### config.mk
export PLATFORM = sky130hd
export DESIGN_NAME = multicycle_controller
export DESIGN_NICKNAME = d
export VERILOG_FILES = /design/src/rtl/multicycle_controller.sv
export SDC_FILE = /design/constraint.sdc
export NUM_CORES = 1
export LEC_CHECK = 0
export CAP_MARGIN = 25
export CORE_ASPECT_RATIO = 0.7
export CORE_MARGIN = 5
export CORE_UTILIZATION = 30
export CTS_BUF_LIST = sky130_fd_sc_hd__clkbuf_8 sky130_fd_sc_hd__clkbuf_16
export DETAILED_ROUTE_END_ITERATION = 10
export HOLD_SLACK_MARGIN = 0.02
export PLACE_DENSITY = 0.62
export SYNTH_ARGS = -nofsm -noshare
export SYNTH_HDL_FRONTEND = slang
export SYNTH_SLANG_ARGS = --single-unit
### constraint.sdc
create_clock -name clk -period 1.9 [get_ports clk]
set_input_delay 0.19 -clock clk [delete_from_list [all_inputs] [get_ports clk]]
set_output_delay 0.19 -clock clk [all_outputs]
set_load 0.1 [all_outputs]
### src/rtl/multicycle_controller.sv
`default_nettype none
// ============================================================================
// Module   : multicycle_controller
// Purpose  : FETCH/DECODE/EXECUTE/MEM/WB sequencer for the multi-cycle RV32I
//            core. It drives the shared memory port through a ready handshake.
//            A bus-timeout watchdog is included, and faults go to a sticky
//            TRAP state.
// Options  : MULTICYCLE_MULDIV_EN adds the MULDIV state for R-type
//            instructions with funct7[0]=1.
// Revision : 1.0 - initial release
// ============================================================================
module multicycle_controller #(
   parameter int OP_EFF_WIDTH = 5,
   parameter int FUNCT3_WIDTH = 3,
   parameter int I_TYPE       = 0,
   parameter int S_TYPE       = 1,
   parameter int B_TYPE       = 2,
   parameter int J_TYPE       = 3,
   parameter int U_TYPE       = 4,
   parameter int MEM_TIMEOUT  = 15
) (
   input  logic                    clk,
   input  logic                    rst_n,
   input  logic [OP_EFF_WIDTH-1:0] opcode_eff,
   input  logic [FUNCT3_WIDTH-1:0] funct3,
   input  logic                    funct7_b0,
   input  logic                    BrEq,
   input  logic                    BrLT,
   input  logic                    mem_ready,
   input  logic                    md_done,
   output logic                    mem_req,
   output logic                    MemRW,
   output logic                    ir_we,
   output logic                    pc_we,
   output logic                    PCSel,
   output logic [2:0]              ImmSel,
   output logic                    RegWEn,
   output logic                    BrUn,
   output logic                    ASel,
   output logic                    BSel,
   output logic [1:0]              WBSel,
   output logic                    arithmetic,
   output logic                    i_type,
   output logic                    md_start,
   output logic                    md_sel,
   output logic                    trap,
   output logic [1:0]              trap_cause,
   output logic [2:0]              state
);

   typedef enum logic [2:0] {
      S_FETCH   = 3'd0,
      S_DECODE  = 3'd1,
      S_EXECUTE = 3'd2,
      S_MEM     = 3'd3,
      S_WB      = 3'd4,
      S_MULDIV  = 3'd5,
      S_TRAP    = 3'd6
   } state_t;

   localparam logic [OP_EFF_WIDTH-1:0] c_op_r      = OP_EFF_WIDTH'(5'b01100);
   localparam logic [OP_EFF_WIDTH-1:0] c_op_i      = OP_EFF_WIDTH'(5'b00100);
   localparam logic [OP_EFF_WIDTH-1:0] c_op_load   = OP_EFF_WIDTH'(5'b00000);
   localparam logic [OP_EFF_WIDTH-1:0] c_op_store  = OP_EFF_WIDTH'(5'b01000);
   localparam logic [OP_EFF_WIDTH-1:0] c_op_branch = OP_EFF_WIDTH'(5'b11000);
   localparam logic [OP_EFF_WIDTH-1:0] c_op_jal    = OP_EFF_WIDTH'(5'b11011);
   localparam logic [OP_EFF_WIDTH-1:0] c_op_jalr   = OP_EFF_WIDTH'(5'b11001);
   localparam logic [OP_EFF_WIDTH-1:0] c_op_auipc  = OP_EFF_WIDTH'(5'b00101);
   localparam logic [OP_EFF_WIDTH-1:0] c_op_lui    = OP_EFF_WIDTH'(5'b01101);

   // A zero timeout disables the watchdog; keep the counter at least 1 bit wide
   localparam int                c_wd_w     = (MEM_TIMEOUT > 0) ? $clog2(MEM_TIMEOUT + 1) : 1;
   localparam logic [c_wd_w-1:0] c_wd_limit = c_wd_w'(MEM_TIMEOUT);
   localparam bit                c_wd_en    = (MEM_TIMEOUT != 0);

   state_t              r_state;
   logic                r_run;
   logic [c_wd_w-1:0]   r_wd_cnt;
   logic [1:0]          r_trap_cause;

   state_t              w_next_state;
   logic [c_wd_w-1:0]   w_next_cnt;
   logic [1:0]          w_next_cause;
   logic                w_wd_hit;

   logic                w_legal, w_r_legal, w_is_md;
   logic                w_is_load, w_is_store, w_is_branch, w_br_taken;
   logic [2:0]          w_imm_sel;
   logic [1:0]          w_wb_sel;
   logic                w_br_un, w_a_sel, w_b_sel, w_arith, w_itype, w_pc_sel;
   logic                w_in_fetch, w_in_exec, w_in_mem, w_in_wb, w_in_muldiv;
   logic                w_decoded;

`ifdef MULTICYCLE_MULDIV_EN
   assign w_r_legal = 1'b1;
   assign w_is_md   = (opcode_eff == c_op_r) && funct7_b0;
`else
   logic w_unused;
   assign w_r_legal = ~funct7_b0;
   assign w_is_md   = 1'b0;
   assign w_unused  = md_done;
`endif

   assign w_br_taken = funct3[2] ? (BrLT ^ funct3[0]) : (BrEq ^ funct3[0]);

   // Per-opcode datapath controls, derived from the stable instruction register
   always_comb begin
      w_legal     = 1'b1;
      w_is_load   = 1'b0;
      w_is_store  = 1'b0;
      w_is_branch = 1'b0;
      w_imm_sel   = 3'(I_TYPE);
      w_br_un     = 1'b0;
      w_a_sel     = 1'b0;
      w_b_sel     = 1'b0;
      w_wb_sel    = 2'd0;
      w_arith     = 1'b0;
      w_itype     = 1'b0;
      w_pc_sel    = 1'b0;
      case (opcode_eff)
         c_op_r: begin
            w_legal  = w_r_legal;
            w_wb_sel = 2'd1;
            w_arith  = 1'b1;
         end
         c_op_i: begin
            w_b_sel  = 1'b1;
            w_wb_sel = 2'd1;
            w_arith  = 1'b1;
            w_itype  = 1'b1;
         end
         c_op_load: begin
            w_is_load = 1'b1;
            w_b_sel   = 1'b1;
         end
         c_op_store: begin
            w_is_store = 1'b1;
            w_imm_sel  = 3'(S_TYPE);
            w_b_sel    = 1'b1;
         end
         c_op_branch: begin
            w_is_branch = 1'b1;
            w_imm_sel   = 3'(B_TYPE);
            w_br_un     = funct3[1];
            w_a_sel     = 1'b1;
            w_b_sel     = 1'b1;
            w_pc_sel    = w_br_taken;
         end
         c_op_jal: begin
            w_imm_sel = 3'(J_TYPE);
            w_a_sel   = 1'b1;
            w_b_sel   = 1'b1;
            w_wb_sel  = 2'd2;
            w_pc_sel  = 1'b1;
         end
         c_op_jalr: begin
            w_b_sel  = 1'b1;
            w_wb_sel = 2'd2;
            w_pc_sel = 1'b1;
         end
         c_op_auipc: begin
            w_imm_sel = 3'(U_TYPE);
            w_a_sel   = 1'b1;
            w_b_sel   = 1'b1;
            w_wb_sel  = 2'd1;
         end
         c_op_lui: begin
            w_imm_sel = 3'(U_TYPE);
            w_b_sel   = 1'b1;
            w_wb_sel  = 2'd3;
         end
         default: w_legal = 1'b0;
      endcase
   end

   assign w_wd_hit = c_wd_en && (r_wd_cnt == c_wd_limit);

   // Next-state, trap cause and watchdog count; ready beats the timeout limit
   always_comb begin
      w_next_state = r_state;
      w_next_cause = r_trap_cause;
      case (r_state)
         S_FETCH: begin
            if (mem_ready) begin
               w_next_state = S_DECODE;
            end else if (w_wd_hit) begin
               w_next_state = S_TRAP;
               w_next_cause = 2'd2;
            end
         end
         S_DECODE: begin
            if (w_legal) begin
               w_next_state = S_EXECUTE;
            end else begin
               w_next_state = S_TRAP;
               w_next_cause = 2'd1;
            end
         end
         S_EXECUTE: begin
            if (w_is_load || w_is_store) w_next_state = S_MEM;
            else if (w_is_branch)        w_next_state = S_FETCH;
            else if (w_is_md)            w_next_state = S_MULDIV;
            else                         w_next_state = S_WB;
         end
         S_MEM: begin
            if (mem_ready) begin
               w_next_state = w_is_store ? S_FETCH : S_WB;
            end else if (w_wd_hit) begin
               w_next_state = S_TRAP;
               w_next_cause = 2'd2;
            end
         end
         S_WB:     w_next_state = S_FETCH;
         S_MULDIV: if (md_done) w_next_state = S_WB;
         S_TRAP:   w_next_state = S_TRAP;
         default:  w_next_state = S_FETCH;
      endcase
      // Only a stall inside FETCH/MEM keeps the state; every entry restarts at 0
      if ((w_next_state == r_state) && ((r_state == S_FETCH) || (r_state == S_MEM)))
         w_next_cnt = r_wd_cnt + c_wd_w'(1);
      else
         w_next_cnt = '0;
   end

   // Registered FSM; r_run holds everything idle for the cycle after reset
   always_ff @(posedge clk) begin
      if (!rst_n) begin
         r_run        <= 1'b0;
         r_state      <= S_FETCH;
         r_wd_cnt     <= '0;
         r_trap_cause <= 2'd0;
      end else begin
         r_run <= 1'b1;
         if (r_run) begin
            r_state      <= w_next_state;
            r_wd_cnt     <= w_next_cnt;
            r_trap_cause <= w_next_cause;
         end
      end
   end

   assign w_in_fetch  = r_run && (r_state == S_FETCH);
   assign w_in_exec   = r_run && (r_state == S_EXECUTE);
   assign w_in_mem    = r_run && (r_state == S_MEM);
   assign w_in_wb     = r_run && (r_state == S_WB);
   assign w_in_muldiv = r_run && (r_state == S_MULDIV);
   assign w_decoded   = r_run && ((r_state == S_DECODE) || w_in_exec || w_in_mem ||
                                  w_in_wb || w_in_muldiv);

   assign mem_req    = w_in_fetch || w_in_mem;
   assign MemRW      = w_in_mem && w_is_store;
   assign ir_we      = w_in_fetch && mem_ready;
   assign pc_we      = (w_in_exec && w_is_branch) || (w_in_mem && w_is_store && mem_ready) || w_in_wb;
   assign RegWEn     = w_in_wb;
   assign PCSel      = w_decoded && w_pc_sel;
   assign ImmSel     = w_decoded ? w_imm_sel : 3'd0;
   assign BrUn       = w_decoded && w_br_un;
   assign ASel       = w_decoded && w_a_sel;
   assign BSel       = w_decoded && w_b_sel;
   assign WBSel      = w_decoded ? w_wb_sel : 2'd0;
   assign arithmetic = w_decoded && w_arith;
   assign i_type     = w_decoded && w_itype;
   assign md_start   = w_in_exec && w_is_md;
   assign md_sel     = (w_in_muldiv || w_in_wb) && w_is_md;
   assign trap       = r_run && (r_state == S_TRAP);
   assign trap_cause = r_trap_cause;
   assign state      = r_state;

endmodule
`default_nettype wire
==> results of run 1 <==
cell type report:
type / instances / area share
flip-flops and latches: 10 / 0.115
inverters: 3 / 0.00746
well taps: 38 / 0.0258
clock inverters: 1 / 0.00203
repair buffers: 61 / 0.385
clock buffers: 3 / 0.0224
multi-input cells: 113 / 0.443
worst max-delay path by stage:
stage,from,end,slack (ps),cells after the start
6_report,state[2]$_SDFFE_PN0P_,ImmSel[2],60,6
5_1_grt,state[2]$_SDFFE_PN0P_,ImmSel[2],20,6
4_1_cts,opcode_eff[0],pc_we,10,8
3_5_place_dp,opcode_eff[4],i_type,-20,6
3_3_place_gp,opcode_eff[2],state[2]$_SDFFE_PN0P_,-10,6
2_1_floorplan,state[0]$_SDFFE_PN0P_,i_type,-350,5
repair_timing:
| item | 4_1_cts | 5_1_grt |
|---|---|---|
| pin swaps | 1 | 1 |
| endpoints found under the setup margin | 3 | 6 |
| gates resized for setup | 5 | 5 |
| buffers inserted | 1 | 3 |
state kept, by name (all words and copies together) (netlist names):
signal and cells:
r_run 1, r_wd_cnt 4, state 3, trap_cause 2
power groups by stage:
stage,Combinational [µW],Clock [µW],Sequential [µW]
after floorplan,249,0,269
after global placement,403,0,240
after detailed placement,408,0,240
after CTS,412,227,237
after global routing,448,243,236
final,424,224,234
synth_stat cells (all sizes together):
cell	n	area share
buf	9	0.063
a21boi	3	0.023
nand2b	7	0.045
and2	2	0.013
o22ai	1	0.0064
mux2i	2	0.021
nor2	14	0.057
nor2b	6	0.039
a211oi	1	0.0077
a21oi	9	0.046
nor4	2	0.019
nand4b	1	0.0090
ha	1	0.013
a31oi	3	0.019
mux2	1	0.012
or2	2	0.013
dfxtp	10	0.21
nand2	10	0.039
and3b	1	0.0090
and3	3	0.019
o211a	1	0.010
or4	1	0.012
o21ai	10	0.055
nand3	9	0.046
nand3b	2	0.015
o31a	1	0.0090
o21a	2	0.015
xor2	3	0.027
nor3	6	0.031
and4b	1	0.010
nor4b	2	0.018
conb	1	0.0039
inv	3	0.012
clkbuf	6	0.023
a21o	1	0.0077
or3	1	0.0064
o32a	1	0.010
a311o	1	0.010
per-layer routing:
layer | share of wire | global-route usage | up-vias | wire [µm]
li1 | - | - | 596 | -
met5 | 0 | 0 | - | 0
met4 | 0.0046 | 0.0217 | 0 | 15
met2 | 0.47 | 0.229 | 33 | 1500
met1 | 0.47 | 0.187 | 547 | 1530
met3 | 0.055 | 0.0326 | 2 | 177
cell families after synthesis:
family	Yosys count	share of synthesized area
other	1	0.00385
AOI/OAI and AO/OA	34	0.221
and+or+nand+nor	70	0.400
adders and majority gates	1	0.0129
DFF	10	0.206
buffers and inverters	18	0.0977
xor gates and xnor gates	3	0.0270
muxes	3	0.0321
worst max-delay path, delay by kind of cell (launching register included):
family | cells | cell delay (ps)
buffers and inverters | 2 | 200
AND/OR/NAND/NOR | 4 | 830
flip-flops | 1 | 370
stage by stage:
stage                     power, µW  hold WS [ps]  TNS [ps]  std cells   util
after floorplan                 518           218     -1630        141      -
after CTS                       876           491         0        226  0.579
final                           882           496         0        229  0.590
after global routing            926           517         0        229  0.590
after detailed placement        648           475     -64.1        221  0.561
after global placement          643           476     -10.2        221  0.561
==> results.yml, run 1 <==
grt:
  grt_pass1_wl_um: 5120
  grt-ovfl-total: 0
  first_global_vias: 1106
  grt_antenna_before_repair: 0
  track_usage: 0.138
  grt_start_max_net_pins: 15
min_path:
  hold_end: "trap_cause[0]$_SDFFE_PN0P_"
  hold_depth: 2
  hold_start: "trap_cause[0]$_SDFFE_PN0P_"
  min_path_type: "register to register"
cells_and_area:
  layout_common_cells: "29 x buf_4, 17 x buf_12, 10 x nand2_1"
  multi_input_area_um2: 817
  insertedDiodeCount: 0
  drive_gt1_frac: 0.429
  regArea_um2: 211
  num-fill-cells: 277
  nets: 208
  final_design_area_no_fill_um2: 1850
  area_growth_pct: 89.6
  final_common_cell: "buf_4"
setup_path:
  worstPathRequired_ps: 1710
  critPathCaptureType: "output pin"
  crit_fanout: 9
  timing.rr.start: "r_wd_cnt[0]$_SDFFE_PN0P_"
  worst_setup_path_start_kind: "register"
  r2r-end: "state[2]$_SDFFE_PN0P_"
  r2r_slack_ps: 250
  cp_slowest_stage_delay_ps: 400
  critPathArrivalTime_ps: 1650
  critical_path_class: "register to output pin"
  cp_slowest_cell: "or3_4"
  r2r_cells: 6
  path_cells: "or3_4 > nand3_4 > or2_4 > inv_4 > and2_4 > buf_12"
sta:
  setup_ws_ps: 60.2
  fin_crit_sh: 0.968
  setup_viol: 0
  final.setup_skew_ps: 2.01
  final_max_slew_viol_count: 0
  min_period_ps: 1840
  rsz0062_at_grt: "false"
  fmax_ghz: 0.544
  hold_viol_final: 0
cts:
  ctsHoldBuffers: 0
  cts-buffers-inserted: 3
  cts_tree: "yes"
  clk_pin_slew_ps: 50
  cts.sinks: 10
  htree_levels: 1
  ctsRootBufferMaster: "clkbuf_8"
  cts_buffer_depth: 2
  clkLatencyLatePin_ps: 240
place:
  pre_cts_ws_ps: -22.3
  port_buffers: 36
  gp_congestion: 0.832
  placed_cell_area_um2: 1750
  post-dp-hpwl_um: 2620
detailed_routing:
  wl_per_cell_um: 14.1
  vias_per_cell: 5.14
  drc: 0
  firstDrtPassIters: 4
  via_count: 1178
  drt_iter0_drc: 40
  finalWirelength_um: 3230
  detail-route-antenna-nets: 0
power_and_ir_drop:
  p_comb_frac: 0.480
  switching_share: 0.407
  clkPwrFrac: 0.254
  p_switching_uw: 359
  p_seq_frac: 0.266
  leakagePower_uw: 0.000786
  p_int_uw: 523
  power.density_nw_per_um2: 478
  vdd_drop_max_mv: 0.336
die:
  core-area_um2: 3130
  dieArea_um2: 4500
  rows: 17
  chipHeight_um: 57.7
  die_width_um: 78.1
  initial_core_util: 0.311
  boundaryPins: 39
synth:
  ys_types: 47
  ys_ff_latch: 10
  syn_avg_cell_area_um2: 6.95
  yosysWarningCount: 0
  synth_cells: 140
  seq_area_frac_synth: 0.206
  syn_area_um2: 973
flow_run:
  drv_cap: 0
run_status:
  status: "finished clean"
Power figures use the tool's default switching activity.
==> run 2: changes to the inputs <==
- CTS_CLUSTER_SIZE: default -> 24
- HOLD_SLACK_MARGIN: 0.02 -> 0.1
==> results of run 2 <==
No change in the layout: final DEF, timing and power equal those of run 1.
==> run 3: changes to the inputs <==
- REMOVE_ABC_BUFFERS: default -> 1
==> results.yml, run 3 (synthesized netlist as in run 1, its figures left out) <==
run_status:
  status: "finished clean"
setup_path:
  cp.depth: 8
  cp_slowest_cell: "clkdlybuf4s50_1"
  worst_setup_path_start_kind: "primary input"
  endpoint: "BSel"
  timing.rr.start: "r_wd_cnt[0]$_SDFFE_PN0P_"
  path_cells: "clkdlybuf4s50_1 > buf_4 > nand2b_1 > a31oi_1 > nor2_1 > a21oi_1 > nor2_1 > buf_12"
  r2r_slack_ps: 270
  critical-path-top-delay-family: "buffers and inverters"
  crit_buf_inv: 3
  r2r_cells: 6
  critPathArrivalTime_ps: 1670
  critical_path_class: "primary input to output pin"
  crit_start: "opcode_eff[0]"
  crit_fanout: 10
  critPathCaptureType: "output pin"
  worstPathRequired_ps: 1710
  r2r-end: "state[2]$_SDFFE_PN0P_"
  cp_slowest_stage_delay_ps: 560
  crit_top_cell: "nor2_1"
detailed_routing:
  via_count: 1176
  drc: 0
  detail-route-antenna-nets: 0
  drt_iter0_drc: 74
  firstDrtPassIters: 4
  finalWirelength_um: 3200
  wl_per_cell_um: 14.1
  vias_per_cell: 5.18
sta:
  fmax_ghz: 0.539
  hold_viol_final: 0
  final_max_slew_viol_count: 0
  final.setup_skew_ps: 5.93
  setup_viol: 0
  fin_crit_sh: 0.977
  min_period_ps: 1860
  finalSetupTns_ps: 0
power_and_ir_drop:
  clkPwrFrac: 0.261
  power.density_nw_per_um2: 495
  p_int_uw: 516
  vdd_drop_max_mv: 0.281
  p_switching_uw: 343
  p_seq_frac: 0.267
  switching_share: 0.399
  leakagePower_uw: 0.000746
  p_comb_frac: 0.472
cts:
  cts_tree: "yes"
  ctsRootBufferMaster: "clkbuf_8"
  cts-buffers-inserted: 3
  clk_pin_slew_ps: 40
  cts_buffer_depth: 2
  clkLatencyLatePin_ps: 240
  cts.sinks: 10
  htree_levels: 1
  ctsHoldBuffers: 0
  cts_setup_buffers: 0
min_path:
  min_path_type: "register to register"
place:
  dp.cells: 224
  gp_congestion: 0.793
  post-dp-hpwl_um: 2520
  port_buffers: 36
grt:
  grt_start_max_net_pins: 16
  grt_pass1_wl_um: 4930
  grt_antenna_before_repair: 0
  grt-ovfl-total: 0
  first_global_vias: 1083
  track_usage: 0.135
die:
  boundaryPins: 39
  die_width_um: 78.1
  core-area_um2: 3130
  initial_core_util: 0.311
  dieArea_um2: 4500
  rows: 17
  chipHeight_um: 57.7
cells_and_area:
  final_common_cell: "buf_4"
  nets: 207
  area_growth_pct: 78.1
  layout.cells.non_filler: 227
  largest_reg_flops: 4
  drive_gt1_frac: 0.328
  insertedDiodeCount: 0
  layout_common_cells: "26 x buf_4, 19 x buf_12, 12 x nor2_1"
  regMostFlops: "r_wd_cnt"
flow_run:
  drv_cap: 0
## run 3: how the worst min path moves through the flow
stage / from / endpoint / slack [ps] / cells after the start
2_1_floorplan: rst_n / r_run$_DFF_P_ / 220 / 0
3_3_place_gp: r_wd_cnt[1]$_SDFFE_PN0P_ / r_wd_cnt[1]$_SDFFE_PN0P_ / 470 / 2
3_5_place_dp: r_wd_cnt[1]$_SDFFE_PN0P_ / r_wd_cnt[1]$_SDFFE_PN0P_ / 490 / 2
4_1_cts: r_wd_cnt[1]$_SDFFE_PN0P_ / r_wd_cnt[1]$_SDFFE_PN0P_ / 500 / 2
5_1_grt: trap_cause[1]$_SDFFE_PN0P_ / trap_cause[1]$_SDFFE_PN0P_ / 520 / 1
6_report: r_wd_cnt[1]$_SDFFE_PN0P_ / r_wd_cnt[1]$_SDFFE_PN0P_ / 500 / 2
## run 3: layer usage
metal	GRT usage	vias up	routed length (µm)
met5	0	-	0
met4	0.0747	0	105
met3	0.0311	11	158
met2	0.200	34	1410
met1	0.179	542	1520
li1	-	589	-
## run 3: tightest hold or removal path, stage by stage (launching register included)
cell and delay [ps]:
dfxtp_1 320, nand2b_1 70, a21boi_1 50
## run 3: layout make-up
class / instances / area [µm²]
Sequential cell: 10 / 203
Multi-Input combinational cell: 113 / 701
Clock buffer: 3 / 41.3
Timing Repair Buffer: 60 / 731
Tap cell: 38 / 47.5
Inverter: 3 / 11.3
Fill cell: 289 / 1390
## run 3: what timing repair did
action                                  4_1_cts  5_1_grt
endpoints found under the setup margin        2       11
gates resized for setup                       3        8
cloned                                        0        0
## run 3: stage by stage
step / power (µW) / hold slack (ps) / cell area, µm² / utilization / worst slack, ps
floorplan: 458 / 218 / 893 / - / -2490
global placement: 624 / 474 / 1660 / 0.532 / -9.87
detailed placement: 629 / 488 / 1660 / 0.532 / -27.4
CTS: 856 / 496 / 1710 / 0.547 / 2.91
global route: 896 / 525 / 1730 / 0.555 / -15.2
finish: 858 / 495 / 1730 / 0.555 / 43.5
## run 3: power by group through the flow
stage | Combinational, µW | Clock, µW | Sequential [µW]
after global routing | 426 | 241 | 229
after global placement | 393 | 0 | 230
after detailed placement | 398 | 0 | 231
final | 405 | 224 | 229
after CTS | 400 | 229 | 227
after floorplan | 180 | 0 | 278
